File: config.mk
export PLATFORM = sky130hd
export DESIGN_NAME = multdiv_ctrl
export DESIGN_NICKNAME = d
export VERILOG_FILES = /design/src/rtl/multdiv_ctrl.sv
export SDC_FILE = /design/constraint.sdc
export NUM_CORES = 1
export LEC_CHECK = 0
export ABC_AREA = 1
export BUFFER_PORTS_ARGS = -buffer_cell sky130_fd_sc_hd__buf_4
export CORE_ASPECT_RATIO = 0.5
export CORE_UTILIZATION = 35
export CTS_CLUSTER_DIAMETER = 30
export DETAILED_ROUTE_END_ITERATION = 10
export PLACE_DENSITY_LB_ADDON = 0.08
export SYNTH_ARGS = -nofsm -noshare
export SYNTH_HDL_FRONTEND = slang
export SYNTH_SLANG_ARGS = --single-unit
File: constraint.sdc
create_clock -name clk -period 5.8 [get_ports clk]
set_input_delay 0.29 -clock clk [delete_from_list [all_inputs] [get_ports clk]]
set_output_delay 0.29 -clock clk [all_outputs]
set_load 0.01 [all_outputs]
File: src/rtl/multdiv_ctrl.sv
// multdiv_ctrl
// Sequential signed multiply/divide unit for the execute stage.
// A start pulse loads a 2*WIDTH working register. The unit then runs WIDTH
// single-bit iterations: radix-2 Booth for multiply, restoring division for
// divide. One sign-fix/exception cycle follows, then a one-cycle done pulse.
//
// Ports:
//   clk            rising-edge clock
//   clr            synchronous active-high reset
//   ctrl_MULT      one-cycle start pulse, multiply (wins over ctrl_DIV)
//   ctrl_DIV       one-cycle start pulse, divide
//   data_operandA  multiplicand / dividend (signed), sampled on start
//   data_operandB  multiplier / divisor (signed), sampled on start
//   data_result    product low word or quotient (registered)
//   data_exception overflow or divide-by-zero flag (registered)
//   data_resultRDY one-cycle pulse when result/exception are valid
//   busy           high while an operation is in flight
module multdiv_ctrl #(
    parameter int WIDTH = 32
) (
    input  logic             clk,
    input  logic             clr,
    input  logic             ctrl_MULT,
    input  logic             ctrl_DIV,
    input  logic [WIDTH-1:0] data_operandA,
    input  logic [WIDTH-1:0] data_operandB,
    output logic [WIDTH-1:0] data_result,
    output logic             data_exception,
    output logic             data_resultRDY,
    output logic             busy
);

    localparam logic [WIDTH-1:0] ONE     = WIDTH'(1);
    localparam logic [WIDTH-1:0] MIN_NEG = {1'b1, {(WIDTH-1){1'b0}}};
    localparam logic [5:0]       LAST    = 6'(WIDTH - 1);

    typedef enum logic [2:0] {
        S_IDLE,
        S_MULT,
        S_DIV,
        S_FIX,
        S_DONE
    } state_t;

    state_t             state_q, state_d;
    logic [5:0]         cnt_q, cnt_d;
    logic [2*WIDTH-1:0] w_q, w_d;
    logic               booth_q, booth_d;
    logic [WIDTH-1:0]   a_q, a_d;
    logic [WIDTH-1:0]   mag_q, mag_d;
    logic               is_div_q, is_div_d;
    logic               neg_q, neg_d;
    logic               dz_q, dz_d;
    logic               ovf_q, ovf_d;
    logic [WIDTH-1:0]   result_q, result_d;
    logic               exc_q, exc_d;

    logic               start;
    logic [WIDTH-1:0]   abs_a, abs_b;
    logic [WIDTH:0]     ext_upper, addend, sum;
    logic [2*WIDTH-1:0] mult_next;
    logic [2*WIDTH-1:0] shifted;
    logic [WIDTH:0]     trial;
    logic [2*WIDTH-1:0] div_next;
    logic [WIDTH-1:0]   quot;

    // Datapath for one Booth step and one restoring-division step.
    // The Booth add is one bit wider than the upper half so that the
    // arithmetic shift right never loses the true sign of the partial sum.
    always_comb begin
        start     = ctrl_MULT | ctrl_DIV;
        abs_a     = data_operandA[WIDTH-1] ? (~data_operandA + ONE) : data_operandA;
        abs_b     = data_operandB[WIDTH-1] ? (~data_operandB + ONE) : data_operandB;

        ext_upper = {w_q[2*WIDTH-1], w_q[2*WIDTH-1:WIDTH]};
        addend    = {a_q[WIDTH-1], a_q};
        case ({w_q[0], booth_q})
            2'b01:   sum = ext_upper + addend;
            2'b10:   sum = ext_upper - addend;
            default: sum = ext_upper;
        endcase
        mult_next = {sum, w_q[WIDTH-1:1]};

        shifted   = {w_q[2*WIDTH-2:0], 1'b0};
        trial     = {1'b0, shifted[2*WIDTH-1:WIDTH]} - {1'b0, mag_q};
        div_next  = trial[WIDTH] ? shifted
                                 : {trial[WIDTH-1:0], shifted[WIDTH-1:1], 1'b1};

        quot      = neg_q ? (~w_q[WIDTH-1:0] + ONE) : w_q[WIDTH-1:0];
    end

    // Next-state logic. A start pulse in any state restarts the unit with
    // fresh operands, which is how both abort and back-to-back issue work;
    // the DONE pulse itself comes from the state register, so it still
    // appears in a cycle that also carries a new start.
    always_comb begin
        state_d  = state_q;
        cnt_d    = cnt_q;
        w_d      = w_q;
        booth_d  = booth_q;
        a_d      = a_q;
        mag_d    = mag_q;
        is_div_d = is_div_q;
        neg_d    = neg_q;
        dz_d     = dz_q;
        ovf_d    = ovf_q;
        result_d = result_q;
        exc_d    = exc_q;

        if (start) begin
            state_d  = ctrl_MULT ? S_MULT : S_DIV;
            cnt_d    = '0;
            booth_d  = 1'b0;
            a_d      = data_operandA;
            mag_d    = abs_b;
            is_div_d = ~ctrl_MULT;
            neg_d    = data_operandA[WIDTH-1] ^ data_operandB[WIDTH-1];
            dz_d     = (data_operandB == '0);
            ovf_d    = (data_operandA == MIN_NEG) && (data_operandB == '1);
            w_d      = ctrl_MULT ? {{WIDTH{1'b0}}, data_operandB}
                                 : {{WIDTH{1'b0}}, abs_a};
        end else begin
            case (state_q)
                S_MULT: begin
                    w_d     = mult_next;
                    booth_d = w_q[0];
                    cnt_d   = cnt_q + 6'd1;
                    if (cnt_q == LAST) state_d = S_FIX;
                end
                S_DIV: begin
                    w_d   = div_next;
                    cnt_d = cnt_q + 6'd1;
                    if (cnt_q == LAST) state_d = S_FIX;
                end
                S_FIX: begin
                    state_d = S_DONE;
                    if (!is_div_q) begin
                        result_d = w_q[WIDTH-1:0];
                        exc_d    = (w_q[2*WIDTH-1:WIDTH] != {WIDTH{w_q[WIDTH-1]}});
                    end else if (dz_q) begin
                        result_d = '0;
                        exc_d    = 1'b1;
                    end else if (ovf_q) begin
                        result_d = MIN_NEG;
                        exc_d    = 1'b1;
                    end else begin
                        result_d = quot;
                        exc_d    = 1'b0;
                    end
                end
                S_DONE:  state_d = S_IDLE;
                default: state_d = S_IDLE;
            endcase
        end
    end

    // State and datapath registers; reset dominates any start pulse.
    always_ff @(posedge clk) begin
        if (clr) begin
            state_q  <= S_IDLE;
            cnt_q    <= '0;
            w_q      <= '0;
            booth_q  <= 1'b0;
            a_q      <= '0;
            mag_q    <= '0;
            is_div_q <= 1'b0;
            neg_q    <= 1'b0;
            dz_q     <= 1'b0;
            ovf_q    <= 1'b0;
            result_q <= '0;
            exc_q    <= 1'b0;
        end else begin
            state_q  <= state_d;
            cnt_q    <= cnt_d;
            w_q      <= w_d;
            booth_q  <= booth_d;
            a_q      <= a_d;
            mag_q    <= mag_d;
            is_div_q <= is_div_d;
            neg_q    <= neg_d;
            dz_q     <= dz_d;
            ovf_q    <= ovf_d;
            result_q <= result_d;
            exc_q    <= exc_d;
        end
    end

    assign data_result    = result_q;
    assign data_exception = exc_q;
    assign data_resultRDY = (state_q == S_DONE);
    assign busy           = (state_q != S_IDLE);

endmodule

-- After elaboration in Yosys (flattened, before gate mapping)
Index checks and enable logic that the tools add are counted.
- bits in registers: 175
- input bits: 68
- output and inout bits: 35
- add/subtract/negate cells: 7
- eq/ne operators: 12
- mux-type cells: 18
- bitwise gates (word level): 7
- reductions and logical operators: 8
- operators by type and width (cell ; count):
    32-bit 2-to-1 mux ; 7
    64-bit 2-to-1 mux ; 2
    64-bit one-hot mux with 2 select lines ; 1
    32-bit by 1-bit adder with 32-bit output (second input constant) ; 3
    32-bit NOT ; 3
    33-bit one-hot mux with 2 select lines ; 1
    32-bit by 32-bit subtractor with 33-bit output ; 2
    32-bit equality test (second input constant) ; 2
    32-bit by 32-bit adder with 33-bit output ; 1
    32-bit zero test ; 1
    32-bit != test ; 1
    6-bit by 1-bit adder with 6-bit output (second input constant) ; 1
    3-bit by 2-bit equality test with 1-bit output (second input constant) ; 2
    6-bit by 5-bit equality test with 1-bit output (second input constant) ; 1
    3-bit 2-to-1 mux ; 2
    3-bit one-hot mux with 2 select lines ; 1
    3-bit nonzero test ; 2
    4-bit by 2-bit != test with 1-bit output (second input constant) ; 1
    2-bit AND reduction ; 2
    2-bit OR reduction ; 2
    3-bit by 1-bit equality test with 1-bit output (second input constant) ; 1
    3-bit equality test (second input constant) ; 1
    1-bit 2-to-1 mux ; 3
    3-bit by 1-bit != test with 1-bit output (second input constant) ; 1
    7 further kinds ; 8

-- Longest topological paths before layout
- depth in word-level cells: 6
- depth in mapped cells: 27
- mapped depth without buffers: 27

-- Worst setup path before layout
Ideal clock, no wire load.
- path kind: reg2reg
- start point: register a_q[7]
- end point: register w_q[59]
- library setup time: 0.070 ns
- data arrival time: 2.796 ns
- path slack: 2.933 ns
- stages on the path, launching flop included: 23
- clock period less this slack: 2.867 ns
- cell sequence: dfxtp_1 > nor2_1 > nand3_1 > nor4_1 > nand3_1 > nand3b_1 > nand2_1 > o21ai_1 > xor2_1 > inv_1 > ha_1 > nand2_1 > inv_1 > nand2_1 > nand2_1 > o21bai_1 > nor2_1 > nand2_1 > nand2_1 > nand3_1 > nand2_1 > nand3_1 > a21oi_1
- cells in the longest elaborated chain, start to end: 4
- elaborated cells between the ends (all ways): 5
- classes of those cells: add/sub (2); mux (3)
- RTL lines (item ; line ; RTL):
    start, declared ; 49 ; logic [WIDTH-1:0] a_q, a_d;
    start signal, assigned ; 164 ; a_q <= '0;
    start signal, assigned ; 177 ; a_q <= a_d;
    32-bit by 32-bit subtractor with 33-bit output or 32-bit by 32-bit adder with 33-bit output (tied branches) ; 79, 78 ;
    33-bit one-hot mux with 2 select lines * ; 77 ; case ({w_q[0], booth_q})
    64-bit one-hot mux with 2 select lines * ; 123 ; case (state_q)
    64-bit 2-to-1 mux * ; 110 ; if (start) begin
    end signal, assigned ; 175 ; w_q <= w_d;
    end, declared ; 47 ; logic [2*WIDTH-1:0] w_q, w_d;
Mark *: on every way between the ends. The rest lies on a longest branch, timed or not.
A chain may end at the register's enable or synchronous reset.

-- Worst setup path after layout
- start point: register w_q[31]
- end point: register w_q[43]
- cells in the longest elaborated chain, start to end: 4
- RTL lines (item ; line ; RTL):
    32-bit by 32-bit subtractor with 33-bit output ; 85 ; trial = {1'b0, shifted[2*WIDTH-1:WIDTH]} - {1'b0, mag_q};
    64-bit 2-to-1 mux ; 86 ; div_next = trial[WIDTH] ? shifted
    64-bit one-hot mux with 2 select lines ; 123 ;
    64-bit 2-to-1 mux ; 110 ;
Every way passes these cells.

==> results.toml <==
[status]
outcome = "finished, final reports clean"

[route]
drcViolationCount = 0
detail-route-antenna-nets = 0
firstDrtPassIters = 5
met1Wirelength_um = 32300
routed_wl_um = 64500
top_layer_used = "met4"
routedWlPerCell_um = 18.6
post_drt_via_cell_ratio = 5.22
vias = 18088
routed_wire_length_on_met2_um = 27000
met3_wire_length_um = 3880
drt_first_iter_violations = 1893

[clock_tree]
clock_insertion_delay_worst_skew_ps = 470
clk_root_buffer_cell = "clkbuf_16"
post_cts_resize_count = 0
clock-sinks = 175
cts-root-to-sink-buffers = 2
hold_buffers = 0
cts_max_level = 4
clk_transition_reported_paths_ps = 80
postCtsSetupRepairBufs = 0
cts_tree = "built"
cts_buffers = 17

[worst_setup_path]
path_max_fanout = 34
critical_path_arrival_ps = 4230
cp_slowest_stage_delay_ps = 590
path_buf_inv = 3
crit_path_frequent_cell = "nand2_1"
crit_required_ps = 6180
timing_worst_setup_path_type = "reg2reg"
worstSetupEndpointType = "register"
worstReg2RegStart = "w_q[31]$_SDFFE_PP0P_"
crit_family = "simple AND/OR/NAND/NOR gates"
critical_path.startpoint = "w_q[31]$_SDFFE_PP0P_"
cp_slowest_cell = "dfxtp_1"
worst_setup_path_start_kind = "register"
cp_cell_sequence = "clkinv_1 -> ha_1 -> inv_1 -> fa_1 -> nand3_1 -> nand3_2 -> nand2_1 -> nand2_1 -> nand2_1 -> nand2_2 -> nand2_1 -> nand2_2 -> buf_4 -> nor2_1 -> nand2_1 -> nand4_1 -> a21oi_1"

[run]
drv.max_cap_violation_count = 0

[timing]
hold_ws_ps = 115
finalCriticalPeriod_ps = 3850
post-route-period-util_pct = 66.5
maxClockFrequency_mhz = 259
rsz_0062_raised_after_global_routing = "false"
hold_viol = 0
slew_violations = 0
max_slew_margin_pct = 24.2
worst_clock_skew_ps = 23.8
slew_of_the_pin_with_the_lowest_slew_margin_ps = 1140
setup-tns-final_ps = 0
finalSetupViolations = 0

[yosys]
postSynthRegisterBits = 175
synth_area_um2 = 16100
yosys.cell_types.count = 46
synth_edf_count = 0
syn-instance-count = 2819
synth-main-ff-cell = "dfxtp_1"
postSynth.asyncResetShare_pct = 0
synth_area_per_cell_um2 = 5.71
yosysSeqAreaShare_pct = 21.8
synth.net_count = 2961
synthesis.yosys.warnings = 0

[grt]
gr-usage-all-layers_pct = 27.1
total_gr_overflow = 0
largest_net_degree_at_the_start_of_global_routing = 76
antenna_violations_before_repair = 1
global_route_wire_length_before_repair_um = 98000
via_count_of_the_first_global_routing_pass = 16131

[pwr]
power_leakage_nw = 8.66
pwr_density_cell_nw_per_um2 = 207
design_power_total_mw = 3.73
max-vdd-ir-drop_uv = 271

[floorplanning]
floorplan.die.height_um = 154
floorplan.initialDensity_pct = 35.6
std_cell_rows = 55
dieArea_um2 = 46900
floorplan.die.width_um = 305
io_pins = 103
core_region_um2 = 45300

[min_path]
min-delay-start = "data_operandA[27]"
holdCritPathClass = "in2reg"

[finish]
most_frequent_cells_in_the_layout = "782 x nand2_1, 406 x inv_1, 289 x a21oi_1"
number_of_nets_at_the_end_of_the_flow = 2993
fillers = 5146
multiInputGateArea_um2 = 10600
share_of_post_route_cells_with_drive_strength_above_1_pct = 6.18
seqCellArea_um2 = 3500
synthToLayoutAreaGrowth_pct = 11.6
layout.cells.most_common = "nand2_1"

[place]
port-buffer-count = 102
globalplace.congestion = 0.936
place.detailed.hpwl_um = 51200
## where the power goes
group,switching [mW],internal [mW]
clock network,0.597,0.746
registers,0.0655,1.26
logic,0.739,0.319
total,1.40,2.32
## worst register-to-register path: cells and delay by family (launching register included)
family	cells	cell delay, ps
AND/OR/NAND/NOR	11	1530
adder cells (fa/ha/maj)	2	600
buffers and inverters	3	930
flip-flops	1	590
AO/OA/AOI/OAI	1	150
## layout make-up
cell class	instances	share of cell area (%)
diodes	1	0.0139
multi-input cells	2123	59.1
inverters	421	8.79
well taps	598	4.16
clock inverters	15	1.35
flip-flops and latches	175	19.5
repair buffers	113	4.72
clock buffers	17	2.37
## cell usage after synthesis (7+ instances only)
master	instances	area, um2
o221ai_1	9	78.8
o21ai_1	41	205
o211ai_1	11	82.6
nand4_1	48	300
dfxtp_1	175	3500
nand2_1	783	2940
clkbuf_1	76	285
nand3_1	185	926
xnor2_1	22	193
a32oi_1	13	114
o31ai_1	8	60.1
inv_1	407	1530
o21ai_0	163	816
inv_2	10	37.5
nor2_1	272	1020
nor3_1	40	200
nor4_1	23	144
o21bai_1	11	82.6
a21oi_1	289	1450
ha_1	72	901
xor2_1	61	534
or2_2	9	56.3
buf_2	10	50.1
a31oi_1	7	43.8
buf_1	10	37.5
nand3b_1	16	120
## worst paths after layout
kind	end	slack, ps	cells after the start
hold / removal	a_q[27]$_SDFFE_PP0N_	120	3
setup / recovery	w_q[43]$_SDFFE_PP0P_	1950	17
hold reg to reg	data_result[25]$_SDFFE_PP0P_	460	2
setup reg to reg	w_q[43]$_SDFFE_PP0P_	1950	17
## cell families (layout without fill, tap and decap cells)
| family | Yosys count | in the layout | synth area share (%) |
|---|---|---|---|
| compound gates | 577 | 577 | 19.4 |
| xor+xnor | 83 | 83 | 4.51 |
| simple gates | 1389 | 1389 | 36.2 |
| other cells | 0 | 1 | 0 |
| buf+inv | 521 | 566 | 12.3 |
| fa+ha+maj | 74 | 74 | 5.84 |
| flops | 175 | 175 | 21.8 |
## registers in the layout (all words and copies together) (netlist names)
| signal | cells |
|---|---|
| neg_q | 1 |
| state_q | 3 |
| w_q | 64 |
| ovf_q | 1 |
| cnt_q | 6 |
| booth_q | 1 |
| data_exception | 1 |
| is_div_q | 1 |
| mag_q | 32 |
| data_result | 32 |
| a_q | 32 |
| dz_q | 1 |
## per-layer routing
metal	global-route usage, %	vias to the layer above
met5	0	-
met4	6.82	0
met3	4.80	58
met2	40.4	524
met1	39.7	8262
li1	-	9244
## metrics by stage
step / std cells / setup WS, ps / util [%] / cell area [um2]
floorplan: 2819 / 2930 / - / 16100
global placement: 3430 / 2050 / 38.2 / 17300
detailed placement: 3430 / 2030 / 38.2 / 17300
CTS: 3462 / 2030 / 39.7 / 18000
global route: 3462 / 1660 / 39.7 / 18000
finish: 3463 / 1950 / 39.7 / 18000
No activity file was read; power rests on OpenSTA's default activity.
